$ cat config.mk
export PLATFORM = sky130hd
export DESIGN_NAME = mem_access
export DESIGN_NICKNAME = d
export VERILOG_FILES = /design/src/rtl/mem_access_pkg.sv /design/src/rtl/mem_access.sv
export SDC_FILE = /design/constraint.sdc
export NUM_CORES = 1
export LEC_CHECK = 0
export BUFFER_PORTS_ARGS = -buffer_cell sky130_fd_sc_hd__buf_2
export CORE_AREA = 2 2 170 172
export DETAILED_ROUTE_END_ITERATION = 12
export DIE_AREA = 0 0 172 174
export PLACE_DENSITY = 0.81
export SETUP_SLACK_MARGIN = 0.4
export SLEW_MARGIN = 40
export SYNTH_ARGS = -nofsm -noshare
export SYNTH_HDL_FRONTEND = slang
export SYNTH_SLANG_ARGS = --single-unit
$ cat constraint.sdc
create_clock -name clk -period 24.7 [get_ports clk]
set_clock_uncertainty 0.2 [all_clocks]
set_input_delay 4.94 -clock clk [delete_from_list [all_inputs] [get_ports clk]]
set_output_delay 4.94 -clock clk [all_outputs]
set_load 0.005 [all_outputs]
$ cat src/rtl/mem_access_pkg.sv
// Shared types and constants for the RISC-V memory-access stage: widths,
// funct3 codes, FSM state encoding and the registered bundle handed to wb.
package mem_access_pkg;

    localparam int INST_W     = 32;
    localparam int DATA_W     = 32;
    localparam int ADDR_W     = 32;
    localparam int REG_W      = 32;
    localparam int REG_ADDR_W = 5;

    localparam int RAM_TIMEOUT = 16;

    localparam logic [DATA_W-1:0] ZERO_WORD = '0;

    localparam logic [2:0] INST_SB = 3'b000;
    localparam logic [2:0] INST_SH = 3'b001;
    localparam logic [2:0] INST_SW = 3'b010;

    typedef enum logic {
        MEM_ST_IDLE = 1'b0,
        MEM_ST_WAIT = 1'b1
    } mem_state_t;

    typedef struct packed {
        logic [INST_W-1:0]     inst;
        logic                  mem_r_ena;
        logic [ADDR_W-1:0]     mem_r_addr;
        logic [DATA_W-1:0]     mem_r_data;
        logic                  reg_w_ena;
        logic [REG_ADDR_W-1:0] reg_w_addr;
        logic [REG_W-1:0]      reg_w_data;
        logic                  mem_w_ena;
        logic [ADDR_W-1:0]     mem_w_addr;
        logic [DATA_W-1:0]     mem_w_data;
    } bundle_t;

    // A bubble carries no enables and all-zero data words.
    function automatic bundle_t bubble();
        bundle_t b;
        b            = '0;
        b.mem_r_data = ZERO_WORD;
        b.reg_w_data = ZERO_WORD;
        b.mem_w_data = ZERO_WORD;
        return b;
    endfunction

    function automatic logic [ADDR_W-1:0] word_align(input logic [ADDR_W-1:0] addr);
        return {addr[ADDR_W-1:2], 2'b00};
    endfunction

endpackage

$ cat src/rtl/mem_access.sv
// Memory-access stage: issues word-aligned RAM reads for loads and sub-word
// stores, stalls upstream until read data returns, and registers the wb bundle.
module mem_access
    import mem_access_pkg::*;
#(
    parameter int TIMEOUT = RAM_TIMEOUT
) (
    input  logic                  clk,
    input  logic                  arst_n,
    input  logic                  valid_i,
    input  logic [INST_W-1:0]     inst_i,
    input  logic                  mem_r_ena_i,
    input  logic [ADDR_W-1:0]     mem_r_addr_i,
    input  logic                  mem_w_ena_i,
    input  logic [ADDR_W-1:0]     mem_w_addr_i,
    input  logic [DATA_W-1:0]     mem_w_data_i,
    input  logic                  reg_w_ena_i,
    input  logic [REG_ADDR_W-1:0] reg_w_addr_i,
    input  logic [REG_W-1:0]      reg_w_data_i,
    output logic                  stall_o,
    output logic                  ram_req_o,
    output logic [ADDR_W-1:0]     ram_addr_o,
    input  logic                  ram_rvalid_i,
    input  logic [DATA_W-1:0]     ram_rdata_i,
    output logic [INST_W-1:0]     inst_o,
    output logic                  mem_r_ena_o,
    output logic [ADDR_W-1:0]     mem_r_addr_o,
    output logic [DATA_W-1:0]     mem_r_data_o,
    output logic                  reg_w_ena_o,
    output logic [REG_ADDR_W-1:0] reg_w_addr_o,
    output logic [REG_W-1:0]      reg_w_data_o,
    output logic                  mem_w_ena_o,
    output logic [ADDR_W-1:0]     mem_w_addr_o,
    output logic [DATA_W-1:0]     mem_w_data_o,
    output logic                  err_o
);

    localparam int               CNT_W    = $clog2(TIMEOUT + 1);
    localparam logic [CNT_W-1:0] CNT_LAST = CNT_W'(TIMEOUT - 1);

    mem_state_t        state_p1, state_nxt;
    logic [CNT_W-1:0]  cnt_p1, cnt_nxt;
    bundle_t           held_p1, held_nxt;
    bundle_t           out_p1, out_nxt;
    logic              err_p1, err_nxt;

    bundle_t           in_b;
    logic              need_rd;
    logic [ADDR_W-1:0] rd_addr;
    logic              req_c;
    logic              stall_c;

    // Input decode: SW rewrites a whole word, so only loads and SB/SH need the old word.
    always_comb begin
        in_b            = bubble();
        in_b.inst       = inst_i;
        in_b.mem_r_ena  = mem_r_ena_i;
        in_b.mem_r_addr = mem_r_addr_i;
        in_b.mem_r_data = ZERO_WORD;
        in_b.reg_w_ena  = reg_w_ena_i;
        in_b.reg_w_addr = reg_w_addr_i;
        in_b.reg_w_data = reg_w_data_i;
        in_b.mem_w_ena  = mem_w_ena_i;
        in_b.mem_w_addr = mem_w_addr_i;
        in_b.mem_w_data = mem_w_data_i;
    end

    assign need_rd = valid_i & (mem_r_ena_i | (mem_w_ena_i & (inst_i[14:12] != INST_SW)));
    assign rd_addr = mem_r_ena_i ? mem_r_addr_i : mem_w_addr_i;

    always_comb begin
        state_nxt = state_p1;
        cnt_nxt   = cnt_p1;
        held_nxt  = held_p1;
        out_nxt   = bubble();
        err_nxt   = 1'b0;
        req_c     = 1'b0;
        stall_c   = 1'b0;
        case (state_p1)
            MEM_ST_IDLE: begin
                if (need_rd) begin
                    req_c               = 1'b1;
                    stall_c             = 1'b1;
                    held_nxt            = in_b;
                    held_nxt.mem_r_addr = rd_addr;
                    cnt_nxt             = '0;
                    state_nxt           = MEM_ST_WAIT;
                end else if (valid_i) begin
                    out_nxt = in_b;
                end
            end
            MEM_ST_WAIT: begin
                // Data arriving on the last allowed cycle still wins over the timeout.
                if (ram_rvalid_i) begin
                    out_nxt            = held_p1;
                    out_nxt.mem_r_data = ram_rdata_i;
                    state_nxt          = MEM_ST_IDLE;
                end else if (cnt_p1 == CNT_LAST) begin
                    err_nxt   = 1'b1;
                    state_nxt = MEM_ST_IDLE;
                end else begin
                    cnt_nxt = cnt_p1 + 1'b1;
                    stall_c = 1'b1;
                end
            end
            default: begin
                state_nxt = MEM_ST_IDLE;
            end
        endcase
    end

    // Stage p1: control and wb-facing bundle, cleared asynchronously.
    always_ff @(posedge clk or negedge arst_n) begin
        if (!arst_n) begin
            state_p1 <= MEM_ST_IDLE;
            cnt_p1   <= '0;
            out_p1   <= bubble();
            err_p1   <= 1'b0;
        end else begin
            state_p1 <= state_nxt;
            cnt_p1   <= cnt_nxt;
            out_p1   <= out_nxt;
            err_p1   <= err_nxt;
        end
    end

    always_ff @(posedge clk) begin
        held_p1 <= held_nxt;
    end

    assign stall_o    = stall_c & arst_n;
    assign ram_req_o  = req_c & arst_n;
    assign ram_addr_o = word_align(rd_addr);

    assign inst_o       = out_p1.inst;
    assign mem_r_ena_o  = out_p1.mem_r_ena;
    assign mem_r_addr_o = out_p1.mem_r_addr;
    assign mem_r_data_o = out_p1.mem_r_data;
    assign reg_w_ena_o  = out_p1.reg_w_ena;
    assign reg_w_addr_o = out_p1.reg_w_addr;
    assign reg_w_data_o = out_p1.reg_w_data;
    assign mem_w_ena_o  = out_p1.mem_w_ena;
    assign mem_w_addr_o = out_p1.mem_w_addr;
    assign mem_w_data_o = out_p1.mem_w_data;
    assign err_o        = err_p1;

endmodule
==> results.txt, run 1 <==
HP Class: reg2reg
status: finished clean
CTS max path bufs: 3
Port Buffers: 436
hold buffers post-CTS: 0
number of remaining DRC errors: 0
final core utilization: 0.588
starting DRC count in detailed routing: 514
final wirelength: 31100 µm
switching share of power: 0.227
Final HPWL DP: 20400 µm
ys flop type: dfrtp_1
post_cts resized: 0
antenna-violating nets left: 0
Cell Area, Synth: 0.0130 mm²
Pint: 1090 µW
final hold violations: 0
Final WS setup: 12340 ps
Setup Fix Bufs, Post-CTS: 0
DR pass1 iterations: 4
Clock Sinks: 375
startpoint type of the worst setup path: input pin
CTS tree: done
kind of critical path: in2out
R2R depth: 5
Seq/Total Area, Yosys: 0.784
Crit path required time: 19560 ps
clock latency on the worst-skew pair: 500 ps
RSZ-0062 raised after global routing: no
VDD IR max: 0.0000572 V
Congestion Overflow GR: 0
Slew Limit Fails: 0
Die Ht: 174 µm
clk slew on worst S/H paths: 60 ps
LEAKAGE: 0.00804 µW
fin crit share: 0.500
Site Rows: 62
YS warnings: 0
fillers: 2237
DR WL/cell: 20.0 µm
Worst Tran Pin Value: 793 ps
initial antenna violation count: 7
Ports: 439
Post-synth EDFFs: 168
setup TNS: 0 ps
layout cell share with drive strength beyond 1: 0.464
Layout area overhead: 27.3%
Place WS: 12330 ps
WHS Path Cells: 1
Gate power share: 0.097
cell count after synthesis: 729
switching power: 320 µW
vias in the first global route: 8116
number of library cell types mapped by synthesis: 35
chip width: 172 µm
All-Layer GR Usage: 0.200
Fmax achieved: 80.9 MHz
fin crit period: 12360 ps
critical path capture point type: output port
Placer Congestion: 0.813
H-Tree Depth: 2
critical path arrival: 7220 ps
power share of the clock group: 0.392
CP Max Fanout: 94
Nets: 1340
area of the die: 0.0299 mm²
Slew HR: 0.471
Max-Cap Viols: 0
root buf cell: clkbuf_16
Setup-failing EPs final: 0
Vias: 8049
core box area: 0.0282 mm²
starting density of the core: 0.462
Mapped Avg Cell Area: 17.9 µm²
Seq cells post-synth: 375
pin count of the biggest net entering global routing: 131
power after layout: 1410 µW
Flop pwr share: 0.511
pwr dens: 84.9 mW/mm²
first-pass GRT wire length: 46100 µm
cts bufs inserted: 39
drt via density: 5.18
Post-synth ARST share: 0.552
## routing by layer
layer / routed length, µm / global-route usage
met5: 11 / 0
met2: 16000 / 0.351
met1: 11500 / 0.234
met4: 1040 / 0.0714
met3: 2570 / 0.0562
## path summary, 6_finish.rpt
check	start	end	slack, ps
max in group asynchronous	arst_n	mem_w_addr_o[15]	19000
min in group asynchronous	arst_n	mem_r_data_o[17]	4230
min	held_p1[96]	reg_w_data_o[31]	260
min reg2reg	held_p1[96]	reg_w_data_o[31]	260
max reg2reg	state_p1	mem_w_data_o[11]	22030
max	mem_r_ena_i	ram_req_o	12340
## power groups by stage
stage	Sequential [µW]	Combinational [µW]	Clock, µW
floorplan	742	62.1	0
global placement	729	132	0
detailed placement	731	137	0
CTS	719	138	567
global route	724	150	590
finish	719	137	552
## worst max-delay path, cell delays in order
cell and delay, ps:
buf_2 80, buf_4 470, o21ai_0 320, nor3_2 240
buf_12 380, buf_16 390, and2_1 190, buf_2 110
## stage by stage
stage	instances	cell area [µm²]	hold WS, ps
finish	1553	16600	257
global placement	1475	15300	246
floorplan	730	13000	242
CTS	1547	16600	258
detailed placement	1476	15300	248
global route	1552	16600	269
## cell usage after synthesis, types with 2 or more instances
cell,instances,share of area
edfxtp_1,168,0.39
o21ai_0,4,0.0015
buf_6,5,0.0043
a22o_1,165,0.11
a32o_1,2,0.0015
and2_1,4,0.0019
mux2_2,32,0.028
clkbuf_1,32,0.0092
buf_4,44,0.025
a31oi_1,2,0.00096
ha_1,2,0.0019
dfrtp_1,207,0.40
and3_1,35,0.017
nor2_1,3,0.00086
inv_1,4,0.0012
## layout make-up
type                            count  area [µm²]  share of cell area
Clock inverter                     12        71.3             0.00430
Inverter                            4        15.0            0.000905
Clock buffer                       59        1150              0.0695
Sequential cell                   375       10200               0.616
Timing Repair Buffer              445        2320               0.140
Multi-Input combinational cell    269        2310               0.139
Antenna cell                        5        12.5            0.000754
Tap cell                          384         480              0.0290
## registers in the layout, indices dropped and copies added (netlist names), 5 cells and up
register,cells
cnt_p1,5
mem_w_data_o,32
mem_w_addr_o,32
mem_r_data_o,32
held_p1,168
reg_w_addr_o,5
inst_o,32
reg_w_data_o,32
mem_r_addr_o,32
## cell families (layout without fill, tap and decap cells)
| group | after synthesis | after routing | share of synthesized area |
|---|---|---|---|
| flip-flops | 375 | 375 | 0.784 |
| XOR/XNOR | 1 | 1 | 0.000672 |
| AND/OR/NAND/NOR | 51 | 51 | 0.0243 |
| multiplexers | 33 | 33 | 0.0284 |
| adder cells (fa/ha/maj) | 2 | 2 | 0.00192 |
| buffers and inverters | 86 | 520 | 0.0404 |
| other | 1 | 7 | 0.000288 |
| AO/OA/AOI/OAI | 180 | 180 | 0.120 |
## layout by cell type, fill, tap and decap left out, drive strengths merged, types with 2 or more instances in the layout
| master | synthesis | layout |
|---|---|---|
| dfrtp | 207 | 207 |
| and2 | 4 | 4 |
| a31oi | 2 | 2 |
| ha | 2 | 2 |
| and3 | 35 | 35 |
| conb | 1 | 2 |
| clkinv | 0 | 10 |
| a22o | 165 | 165 |
| mux2 | 32 | 32 |
| edfxtp | 168 | 168 |
| o21ai | 4 | 4 |
| diode | 0 | 5 |
| nor2 | 3 | 3 |
| a32o | 2 | 2 |
| inv | 4 | 5 |
| clkbuf | 32 | 59 |
| buf | 50 | 445 |
| or3b | 2 | 2 |
(Power assumes the default switching activity.)
==> run 2: changes to the inputs <==
- ABC_AREA: default -> 1
- CORE_AREA: 2 2 170 172 -> default
- CORE_UTILIZATION: default -> 50
- DIE_AREA: 0 0 172 174 -> default
- PLACE_DENSITY: 0.81 -> 0.84
- clock period: 24.7 -> 12.55 ns (I/O delays scaled with it)
==> results.txt, run 2 <==
chip width: 170 µm (was 172 µm)
number of library cell types mapped by synthesis: 24 (was 35)
Post-synth EDFFs: 168 (unchanged)
clk slew on worst S/H paths: 60 ps (about the same)
HP Class: reg2reg (unchanged)
leading area contributor after synthesis: dfrtp_1 (unchanged)
Ports: 439 (unchanged)
R2R setup slack: 9690 ps (was 22030 ps)
Fmax achieved: 142 MHz
top post-synthesis cells by area: dfrtp_1 (37%), edfxtp_1 (36%), nand3_1 (6.2%), nand2_1 (4.8%), o21ai_1 (4.5%) (was dfrtp_1 (40%), edfxtp_1 (39%), a22o_1 (11%), mux2_2 (2.8%), buf_4 (2.5%))
DR WL/cell: 18.6 µm (was 20.0 µm)
ys flop type: dfrtp_1 (unchanged)
cell count after synthesis: 1138 (was 729)
R2R depth: 4 (was 5)
Nets: 1719 (was 1340)
fillers: 2005 (was 2237)
All-Layer GR Usage: 0.243 (was 0.200)
area of the die: 0.0287 mm² (was 0.0299 mm²)
Port Buffers: 436 (unchanged)
reg-to-reg critical path startpoint: state_p1 (unchanged)
VDD IR max: 0.000141 V (was 0.0000572 V)
Congestion Overflow GR: 0 (unchanged)
setup TNS: 0 ps (unchanged)
area share of the largest cell type after synthesis: 0.369 (was 0.397)
critical path arrival: 4350 ps (was 7220 ps)
Setup Fix Bufs, Post-CTS: 0 (unchanged)
starting DRC count in detailed routing: 870 (was 514)
Largest Register: held_p1 (unchanged)
Worst Setup EP: stall_o (was ram_req_o)
fin crit share: 0.563
starting density of the core: 0.515 (was 0.462)
layout cell share with drive strength beyond 1: 0.355 (was 0.464)
Setup-failing EPs final: 0 (unchanged)
cts bufs inserted: 38 (was 39)
Worst Tran Pin Value: 808 ps (was 793 ps)
Seq cells post-synth: 375 (unchanged)
Critical R2R Capture: held_p1[46] (was mem_w_data_o[11])
Layout area overhead: 24.9% (was 27.3%)
Post-synth ARST share: 0.552 (unchanged)
critical path capture point type: output port (unchanged)
commonest cells after routing, fill and taps aside: buf_2 (434), dfrtp_1 (206), nand2_1 (179), nand3_1 (174), edfxtp_1 (168) (was buf_2 (435), dfrtp_1 (207), edfxtp_1 (168), a22o_1 (165), clkbuf_16 (41))
commonest non-fill, non-tap cell in the layout: buf_2 (unchanged)
vias in the first global route: 10.0k (was 8116)
most frequent cells after synthesis: dfrtp_1 (207), nand2_1 (180), nand3_1 (174), edfxtp_1 (168), o21ai_1 (126) (was dfrtp_1 (207), edfxtp_1 (168), a22o_1 (165), buf_4 (44), and3_1 (35))
DR pass1 iterations: 5 (was 4)
hold buffers post-CTS: 0 (unchanged)
kind of critical path: in2out (unchanged)
final wirelength: 35700 µm (was 31100 µm)
fin crit period: 7060 ps
CP Launch Point: mem_r_ena_i (unchanged)
Max-Cap Viols: 0 (unchanged)
pin count of the biggest net entering global routing: 103 (was 131)
Slew Limit Fails: 0 (unchanged)
LEAKAGE: 0.00820 µW (was 0.00804 µW)
Crit path required time: 9840 ps (was 19560 ps)
YS warnings: 0 (unchanged)
Mapped Avg Cell Area: 12.3 µm² (was 17.9 µm²)
CTS tree: done (unchanged)
antenna-violating nets left: 0 (unchanged)
RSZ-0062 raised after global routing: no (unchanged)
Final HPWL DP: 22600 µm (was 20400 µm)
root buf cell: clkbuf_16 (unchanged)
Clock Sinks: 375 (unchanged)
CP Max Fanout: 54 (was 94)
initial antenna violation count: 5 (was 7)
cell with the most instances after synthesis: dfrtp_1 (unchanged)
number of remaining DRC errors: 0 (unchanged)
drt via density: 5.22 (was 5.18)
final hold violations: 0 (unchanged)
Placer Congestion: 0.826 (was 0.813)
max reg flops: 168 (unchanged)
core box area: 0.0273 mm² (was 0.0282 mm²)
status: finished clean (unchanged)
Vias: 10.0k (was 8049)
H-Tree Depth: 2 (unchanged)
startpoint type of the worst setup path: input pin (unchanged)
clock latency on the worst-skew pair: 510 ps (was 500 ps)
Die Ht: 170 µm (was 174 µm)
pwr dens: 169 mW/mm² (was 84.9 mW/mm²)
Cell Area, Synth: 0.0140 mm² (was 0.0130 mm²)
Slew HR: 0.461 (was 0.471)
Seq/Total Area, Yosys: 0.729 (was 0.784)
post_cts resized: 0 (unchanged)
Site Rows: 60 (was 62)
first-pass GRT wire length: 53800 µm (was 46100 µm)
CTS max path bufs: 3 (unchanged)
Hold WS: 278 ps (was 257 ps)
==> run 2: changes by cell type in the layout (fill, tap and decap cells not counted), sizes merged, moves of 2 or more <==
cell	change
bufinv	+3
and3	-35
a32o	-2
buf	+2
and2	-4
or3b	-2
nor2	+36
clkbuf	-7
o21ai	+163
inv	+44
a31oi	-2
nand3	+174
nand2	+182
a22o	-165
==> run 2: cell families (layout without fill, tap and decap cells) <==
kind of cell / count (synthesis) / after routing / synth area share
buffers and inverters: 158 / 561 / 0.0574
adder cells (fa/ha/maj): 2 / 2 / 0.00178
multiplexers: 32 / 32 / 0.0257
AND/OR/NAND/NOR: 401 / 401 / 0.126
XOR/XNOR: 1 / 1 / 0.000624
AO/OA/AOI/OAI: 168 / 168 / 0.0599
other: 1 / 7 / 0.000267
flip-flops: 375 / 375 / 0.729
==> run 2: worst min path at each step <==
stage,start,end,cells after the start
2_1_floorplan,held_p1[167],mem_r_ena_o,2
3_3_place_gp,held_p1[20],mem_w_data_o[20],2
3_5_place_dp,held_p1[12],mem_w_data_o[12],2
4_1_cts,held_p1[12],mem_w_data_o[12],2
5_1_grt,held_p1[46],mem_w_addr_o[14],2
6_report,held_p1[12],mem_w_data_o[12],2
==> run 2: critical path, stage by stage <==
cell and delay [ps]:
buf_2 80, buf_4 440, nand2_1 240, nand2_8 320, buf_16 280, nand2_4 160
a21oi_1 160, buf_2 130
==> run 2: cell type report <==
class	instances	area, µm²	share of cell area
Multi-Input combinational cell	606	3020	0.173
Clock inverter	17	170	0.00971
Clock buffer	52	1090	0.0625
Inverter	45	176	0.0101
Timing Repair Buffer	447	2360	0.134
Tap cell	372	465	0.0266
Sequential cell	375	10200	0.584
Antenna cell	5	12.5	0.000714
==> run 2: metal layers <==
layer	routed length [µm]	up-vias	global-route usage
li1	-	4620	-
met1	13000	4820	0.287
met2	18500	502	0.425
met3	2930	81	0.0574
met4	1220	0	0.107
met5	0	-	0
==> run 2: per-stage QoR <==
step           utilization  worst slack [ps]  total power, µW  cell area, µm²  std cells
6_report             0.643              5490             2960           17500       1919
5_1_grt              0.643              5330             3070           17500       1918
4_1_cts              0.642              5450             2980           17500       1914
3_5_place_dp         0.596              5450             1850           16200       1845
3_3_place_gp         0.593              5190             1820           16100       1842
2_1_floorplan            -              5540             1670           14000       1139
==> run 2: report_power, final <==
group	switching (µW)	internal (µW)	total [µW]	leakage, µW
Combinational	233	133	366	0.00324
Clock	459	676	1130	0.000630
Sequential	42.3	1420	1460	0.00432
